File: src/rtl/mc_pkg.sv
// mc_pkg: shared op/state enums and 2R cell encoding {m1,m0} for the memristor array controller
package mc_pkg;
  typedef enum logic {MC_READ = 1'b0, MC_WRITE = 1'b1} mc_op_e;
  typedef enum logic [2:0] {IDLE, WR_RST, WR_SET, RD_PRE, RD_EVAL, RESP} mc_state_e;
  typedef logic [1:0] cell_t;
  localparam cell_t CELL_ONE      = 2'b01;
  localparam cell_t CELL_ZERO     = 2'b10;
  localparam cell_t CELL_UNFORMED = 2'b00;
endpackage

File: src/rtl/mc_array_ctrl_if.sv
// mc_array_ctrl_if: request (valid/ready, op/row/wdata/din/dinb) and response (valid/ready, data/mask/err) channels; master = datapath, slave = controller
interface mc_array_ctrl_if import mc_pkg::*; #(
  parameter int ROWS = 8,
  parameter int COLS = 8
) ();
  localparam int RW = $clog2(ROWS);
  logic            req_valid_i;
  logic            req_ready_o;
  mc_op_e          req_op_i;
  logic [RW-1:0]   req_row_i;
  logic [COLS-1:0] req_wdata_i;
  logic [COLS-1:0] req_din_i;
  logic [COLS-1:0] req_dinb_i;
  logic            rsp_valid_o;
  logic            rsp_ready_i;
  logic [COLS-1:0] rsp_data_o;
  logic [COLS-1:0] rsp_mask_o;
  logic            rsp_err_o;
  modport master (
    output req_valid_i, req_op_i, req_row_i, req_wdata_i, req_din_i, req_dinb_i, rsp_ready_i,
    input  req_ready_o, rsp_valid_o, rsp_data_o, rsp_mask_o, rsp_err_o
  );
  modport slave (
    input  req_valid_i, req_op_i, req_row_i, req_wdata_i, req_din_i, req_dinb_i, rsp_ready_i,
    output req_ready_o, rsp_valid_o, rsp_data_o, rsp_mask_o, rsp_err_o
  );
endinterface

File: src/rtl/mc_cell_sync.sv
// mc_cell_sync: one non-volatile 2R cell (clk_i; clr/set/wbit program it, din/dinb select likelihood -> dout, decided = m0!=m1)
module mc_cell_sync import mc_pkg::*; (
  input  logic clk_i,
  input  logic clr,
  input  logic set,
  input  logic wbit,
  input  logic din,
  input  logic dinb,
  output logic dout,
  output logic decided
);
  cell_t c = CELL_UNFORMED;
  always_ff @(posedge clk_i)
    if (clr) c <= CELL_UNFORMED;
    else if (set) c <= wbit ? CELL_ONE : CELL_ZERO;
  assign dout    = ~((c[0] & din) | (c[1] & dinb));
  assign decided = c[0] ^ c[1];
endmodule

File: src/rtl/mc_array_ctrl.sv
// mc_array_ctrl: ROWSxCOLS 2R array sequencer (clk_i, sync rst_i, bus = slave request/response channels, busy_o = FSM not idle)
module mc_array_ctrl import mc_pkg::*; #(
  parameter int ROWS      = 8,
  parameter int COLS      = 8,
  parameter int PULSE_CYC = 2,
  parameter int READ_CYC  = 1
) (
  input  logic                 clk_i,
  input  logic                 rst_i,
  mc_array_ctrl_if.slave       bus,
  output logic                 busy_o
);
  localparam int RW = $clog2(ROWS);
  localparam int MX = PULSE_CYC > READ_CYC ? PULSE_CYC : READ_CYC;
  localparam int CW = MX > 1 ? $clog2(MX) : 1;
  mc_state_e                  state;
  logic [CW-1:0]              cnt;
  logic [RW-1:0]              row_q;
  logic [COLS-1:0]            wdata_q, din_q, dinb_q;
  logic                       p_last, r_last, clr_en, set_en;
  logic [ROWS-1:0][COLS-1:0]  dout_a, dec_a;
  logic [COLS-1:0]            rd_dout, rd_dec;
  assign p_last = cnt == CW'(PULSE_CYC - 1);
  assign r_last = cnt == CW'(READ_CYC - 1);
  assign clr_en = state == WR_RST && p_last && !rst_i;
  assign set_en = state == WR_SET && p_last && !rst_i;
  for (genvar r = 0; r < ROWS; r++) begin : g_row
    for (genvar c = 0; c < COLS; c++) begin : g_col
      mc_cell_sync u_cell (
        .clk_i   (clk_i),
        .clr     (clr_en && row_q == RW'(r)),
        .set     (set_en && row_q == RW'(r)),
        .wbit    (wdata_q[c]),
        .din     (din_q[c]),
        .dinb    (dinb_q[c]),
        .dout    (dout_a[r][c]),
        .decided (dec_a[r][c])
      );
    end
  end
  always_comb begin
    rd_dout = '0;
    rd_dec  = '0;
    for (int r = 0; r < ROWS; r++) begin
      rd_dout = row_q == RW'(r) ? dout_a[r] : rd_dout;
      rd_dec  = row_q == RW'(r) ? dec_a[r]  : rd_dec;
    end
  end
  always_ff @(posedge clk_i) begin
    if (rst_i) begin
      state           <= IDLE;
      cnt             <= '0;
      bus.req_ready_o <= 1'b1;
      bus.rsp_valid_o <= 1'b0;
      bus.rsp_data_o  <= '0;
      bus.rsp_mask_o  <= '0;
      bus.rsp_err_o   <= 1'b0;
      busy_o          <= 1'b0;
    end else begin
      case (state)
        IDLE: if (bus.req_valid_i) begin
          row_q           <= bus.req_row_i;
          wdata_q         <= bus.req_wdata_i;
          din_q           <= bus.req_din_i;
          dinb_q          <= bus.req_dinb_i;
          cnt             <= '0;
          bus.req_ready_o <= 1'b0;
          busy_o          <= 1'b1;
          if (32'(bus.req_row_i) >= ROWS) begin
            state           <= RESP;
            bus.rsp_valid_o <= 1'b1;
            bus.rsp_err_o   <= 1'b1;
            bus.rsp_data_o  <= '0;
            bus.rsp_mask_o  <= '0;
          end else begin
            state <= bus.req_op_i == MC_WRITE ? WR_RST : RD_PRE;
          end
        end
        WR_RST: begin
          cnt   <= p_last ? '0 : cnt + 1'b1;
          state <= p_last ? WR_SET : WR_RST;
        end
        WR_SET: begin
          cnt <= p_last ? '0 : cnt + 1'b1;
          if (p_last) begin
            state           <= RESP;
            bus.rsp_valid_o <= 1'b1;
            bus.rsp_err_o   <= 1'b0;
            bus.rsp_data_o  <= wdata_q;
            bus.rsp_mask_o  <= '1;
          end
        end
        RD_PRE: begin
          cnt   <= r_last ? '0 : cnt + 1'b1;
          state <= r_last ? RD_EVAL : RD_PRE;
        end
        RD_EVAL: begin
          state           <= RESP;
          bus.rsp_valid_o <= 1'b1;
          bus.rsp_err_o   <= 1'b0;
          bus.rsp_data_o  <= rd_dout & rd_dec;
          bus.rsp_mask_o  <= rd_dec;
        end
        RESP: if (bus.rsp_ready_i) begin
          state           <= IDLE;
          bus.rsp_valid_o <= 1'b0;
          bus.req_ready_o <= 1'b1;
          busy_o          <= 1'b0;
        end
        default: state <= IDLE;
      endcase
    end
  end
endmodule

File: src/flat_wrapper.sv
// flat-port wrapper written by rule: the top's interface ports become plain ports
module mc_array_ctrl_flat import mc_pkg::*;
#(
  parameter int ROWS      = 8,
  parameter int COLS      = 8,
  parameter int PULSE_CYC = 2,
  parameter int READ_CYC  = 1
)
  (clk_i, rst_i, busy_o, bus_req_valid_i, bus_req_op_i, bus_req_row_i, bus_req_wdata_i, bus_req_din_i, bus_req_dinb_i, bus_rsp_ready_i, bus_req_ready_o, bus_rsp_valid_o, bus_rsp_data_o, bus_rsp_mask_o, bus_rsp_err_o);
  mc_array_ctrl_if #(.ROWS(ROWS), .COLS(COLS)) bus_i ();
  input  logic clk_i;
  input  logic rst_i;
  output logic busy_o;
  input wire logic [$bits(bus_i.req_valid_i)-1:0] bus_req_valid_i;
  input wire logic [$bits(bus_i.req_op_i)-1:0] bus_req_op_i;
  input wire logic [$bits(bus_i.req_row_i)-1:0] bus_req_row_i;
  input wire logic [$bits(bus_i.req_wdata_i)-1:0] bus_req_wdata_i;
  input wire logic [$bits(bus_i.req_din_i)-1:0] bus_req_din_i;
  input wire logic [$bits(bus_i.req_dinb_i)-1:0] bus_req_dinb_i;
  input wire logic [$bits(bus_i.rsp_ready_i)-1:0] bus_rsp_ready_i;
  output wire logic [$bits(bus_i.req_ready_o)-1:0] bus_req_ready_o;
  output wire logic [$bits(bus_i.rsp_valid_o)-1:0] bus_rsp_valid_o;
  output wire logic [$bits(bus_i.rsp_data_o)-1:0] bus_rsp_data_o;
  output wire logic [$bits(bus_i.rsp_mask_o)-1:0] bus_rsp_mask_o;
  output wire logic [$bits(bus_i.rsp_err_o)-1:0] bus_rsp_err_o;
  assign bus_i.req_valid_i = bus_req_valid_i;
  assign bus_i.req_op_i = bus_req_op_i;
  assign bus_i.req_row_i = bus_req_row_i;
  assign bus_i.req_wdata_i = bus_req_wdata_i;
  assign bus_i.req_din_i = bus_req_din_i;
  assign bus_i.req_dinb_i = bus_req_dinb_i;
  assign bus_i.rsp_ready_i = bus_rsp_ready_i;
  assign bus_req_ready_o = bus_i.req_ready_o;
  assign bus_rsp_valid_o = bus_i.rsp_valid_o;
  assign bus_rsp_data_o = bus_i.rsp_data_o;
  assign bus_rsp_mask_o = bus_i.rsp_mask_o;
  assign bus_rsp_err_o = bus_i.rsp_err_o;
  mc_array_ctrl #(.ROWS(ROWS), .COLS(COLS), .PULSE_CYC(PULSE_CYC), .READ_CYC(READ_CYC)) u_core (.clk_i(clk_i), .rst_i(rst_i), .bus(bus_i), .busy_o(busy_o));
endmodule
File: config.mk
export PLATFORM = sky130hd
export DESIGN_NAME = mc_array_ctrl_flat
export DESIGN_NICKNAME = d
export VERILOG_FILES = /design/src/rtl/mc_pkg.sv /design/src/rtl/mc_array_ctrl_if.sv /design/src/rtl/mc_cell_sync.sv /design/src/rtl/mc_array_ctrl.sv /design/src/flat_wrapper.sv
export SDC_FILE = /design/constraint.sdc
export NUM_CORES = 1
export LEC_CHECK = 0
export ABC_AREA = 0
export CORE_AREA = 2 2 134 136
export DETAILED_ROUTE_END_ITERATION = 10
export DIE_AREA = 0 0 136 138
export GPL_TIMING_DRIVEN = 1
export PLACE_DENSITY = 0.71
export SYNTH_ARGS = -nofsm -noshare
export SYNTH_HDL_FRONTEND = slang
export SYNTH_HIERARCHICAL = 1
export SYNTH_SLANG_ARGS = --single-unit
File: constraint.sdc
create_clock -name clk_i -period 3.75 [get_ports clk_i]
set_clock_uncertainty 0.1 [all_clocks]
set_input_delay 0.75 -clock clk_i [delete_from_list [all_inputs] [get_ports clk_i]]
set_output_delay 0.75 -clock clk_i [all_outputs]
set_load 0.05 [all_outputs]
==> flow_metrics.env <==
export IMPL_place_inst=1140
export IMPL_setup_viol_count_final=0
export IMPL_drc_violation_count_after_routing=0
export IMPL_holdCritStartpoint="u_core/bus.req_ready_o"
export IMPL_fp_dieW_um=136
export IMPL_synth_distinct_cells=63
export IMPL_cts_sinks=178
export IMPL_yosysWarningCount=6
export IMPL_mostFrequentLayoutCells="sky130_fd_sc_hd__nor2_1, sky130_fd_sc_hd__dfxtp_1, sky130_fd_sc_hd__mux2i_1"
export IMPL_detail_route_antenna_nets=0
export IMPL_synth_avg_cell_area_um2=9.99
export IMPL_vert_die_dim_um=138
export IMPL_worstReg2RegStart="u_core/row_q[0]"
export IMPL_worst_slew_pin_slew_ps=986
export IMPL_rows=49
export IMPL_worstPathCellList="buf_4 -> mux4_2 -> and2_4 -> a221oi_4 -> a211oi_1"
export IMPL_utilization_pct=57.3
export IMPL_ctsLongestPathBuffers=2
export IMPL_clock_latency_ps=430
export IMPL_hpwlAfterDp_um=14400
export IMPL_hold_end="u_core/bus.req_ready_o"
export IMPL_ys_seq_area_share_pct=45.0
export IMPL_detail_route_first_pass_iterations=5
export IMPL_first_global_vias=6495
export IMPL_initial_standard_cell_utilization_of_the_core_pct=48.6
export IMPL_cts_resizes=0
export IMPL_htreeDepth=4
export IMPL_rr_worst_depth=5
export IMPL_r2r_slack_ps=1220
export IMPL_synthCells=853
export IMPL_tritoncts="yes"
export IMPL_synth_seq_cells=178
export IMPL_grt_start_max_net_pins=30
export IMPL_dr_first_iter_drc_count=655
export IMPL_end_kind="register"
export IMPL_cp_num_buf_inv=1
export IMPL_timing_hold_worst_class="register to register"
export IMPL_route_final_wire_length_um=21800
export IMPL_critPathTopFamily="flip-flops"
export IMPL_vias_after_detailed_routing=6863
export IMPL_fin_cells=1172
export IMPL_final_min_clock_period_ps=2530
export IMPL_min_period_over_period_pct=67.5
export IMPL_fp_dieArea_mm2=0.0188
export IMPL_synth_enable_flop_cells=27
export IMPL_tritoncts_num_buffers=17
export IMPL_critPathLaunchType="register"
export IMPL_ys_async_sr_fraction_pct=0
export IMPL_route_detailed_wl_per_inst_um=18.6
export IMPL_drive_above_1_share_pct=10.8
export IMPL_grt_first_pass_wirelength_um=34900
export IMPL_worstReg2RegEnd="u_core/bus.rsp_mask_o[3]"
export IMPL_status="finished, final reports clean"
export IMPL_area_of_the_mapped_netlist_mm2=0.00852
export IMPL_synthToLayoutAreaGrowth_pct=17.8
export IMPL_grt_antenna_before_repair=0
export IMPL_power_density_mw_per_mm2=610
export IMPL_gp_routability_congestion=0.889
export IMPL_dominantRegCellSynth="sky130_fd_sc_hd__dfxtp_1"
export IMPL_core_region_area_mm2=0.0175
export IMPL_final_hold_violation_count=0
export IMPL_routed_via_density=5.86
export IMPL_cts_hold_buf=0
export IMPL_timing_critical_path_fanout_max=17
export IMPL_worstPathRequired_ps=3930
export IMPL_track_usage_pct=23.9
export IMPL_globalRoute_totalOverflow=0
export IMPL_synth_net_count=885
export IMPL_timing_hold_worst_path_depth=2
export IMPL_maxCapViolCount=0
export IMPL_insertedDiodeCount=0
export IMPL_placement_io_buffers=50
export IMPL_timing_fmax_ghz=0.395
export IMPL_floorplan_io_pins=52
export IMPL_cts_root_buf="sky130_fd_sc_hd__clkbuf_16"
export IMPL_setup_tns_final_ps=0
export IMPL_max_slew_margin_pct=34.2
export IMPL_clkSlewWorstSetupHoldPaths_ps=60
export IMPL_finalMaxSlewViolations=0
export IMPL_worst_endpoint_arrival_ps=2710
export IMPL_nets_finish=962
export IMPL_critPathKind="register to register"
export IMPL_cts_repair_timing_setup_buffer_count=0
export IMPL_cellLeakagePower_nw=3.87
export IMPL_max_vdd_ir_drop_v=0.000383
export IMPL_critical_path_slowest_cell="sky130_fd_sc_hd__edfxtp_1"
export IMPL_crit_path_max_incr_delay_ps=830
export IMPL_rsz0062_at_grt="false"
-- Yosys cell counts, drive strengths merged, types with 7 or more instances --
cell,number,area share (%)
o21ai,23,1.4
nand2,30,1.3
nor2,155,6.9
nand2b,12,0.91
mux4,7,2.0
a21oi,27,1.7
mux2i,87,10
o211ai,8,0.70
edfxtp,27,9.5
nand3,10,0.59
buf,20,1.9
nor3,12,0.70
dfxtp,151,35
clkbuf,8,0.40
a211oi,75,6.7
xor2,64,6.6
a22oi,64,5.6
-- final cells by class --
class	count	area [um2]
clock buffer	25	519
fill	1573	7490
sequential	178	3830
inverter	2	7.51
tap	229	287
timing repair buffer	86	796
clock inverter	7	46.3
multi-input combinational	645	4560
-- cells by family (layout without fill, tap and decap cells) --
family          count (synthesis)  after routing  share of synthesized area (%)
flops                         178            178                           45.0
compound gates                242            242                           21.2
buf+inv                        30            120                           2.39
mux                            95             95                           12.3
xor+xnor                       64             64                           6.58
simple gates                  243            243                           12.5
other cells                     1              1                         0.0440
-- metrics by stage --
stage,setup slack (ps),area [um2],hold slack (ps),total power [W]
6_report,1220,10000,367,0.00613
5_1_grt,1100,10000,390,0.00647
4_1_cts,1230,10000,374,0.00615
3_5_place_dp,946,9480,360,0.00445
3_3_place_gp,984,9480,350,0.00441
2_1_floorplan,345,8530,396,0.00398
-- where the power goes --
| part | internal [W] | total (W) | switching, W |
|---|---|---|---|
| Combinational | 0.000755 | 0.00162 | 0.000864 |
| Clock | 0.000967 | 0.00169 | 0.000726 |
| Sequential | 0.00235 | 0.00282 | 0.000467 |
-- sequential cells by signal, summed over array words and instances, names as in the netlist --
signal	flops
u_core/g_row.g_col.u_cell/c	128
u_core/bus.req_ready_o	1
u_core/wdata_q	8
u_core/cnt	1
u_core/busy_o	1
u_core/dinb_q	8
u_core/bus.rsp_data_o	8
u_core/din_q	8
u_core/row_q	3
u_core/bus.rsp_mask_o	8
u_core/bus.rsp_valid_o	1
u_core/state	3
-- worst max path at each step --
stage | start | endpoint | cells after the start | slack [ps]
after floorplan | u_core/row_q[0] | u_core/g_row[4].g_col[0].u_cell/c[0] | 8 | 340
after global placement | rst_i | u_core/g_row[5].g_col[2].u_cell/c[1] | 6 | 980
after detailed placement | rst_i | u_core/g_row[5].g_col[2].u_cell/c[1] | 6 | 950
after CTS | u_core/bus.rsp_data_o[3] | bus_rsp_data_o[3] | 1 | 1230
after global routing | u_core/row_q[1] | u_core/bus.rsp_mask_o[4] | 6 | 1100
final | u_core/row_q[0] | u_core/bus.rsp_mask_o[3] | 5 | 1220
-- layer usage --
layer / track usage (%) / part of all wire (%)
met5: 0 / 0
met4: 7.46 / 1.6
met3: 4.47 / 4.9
met2: 37.7 / 47
met1: 33.1 / 47
-- tightest hold or removal path: cells and delay by family, from the launching register on --
| family | cells | cell delay, ps |
|---|---|---|
| AO/OA/AOI/OAI | 1 | 70 |
| flip-flops | 1 | 310 |
| buffers and inverters | 1 | 40 |
Power figures use the tool's default switching activity.
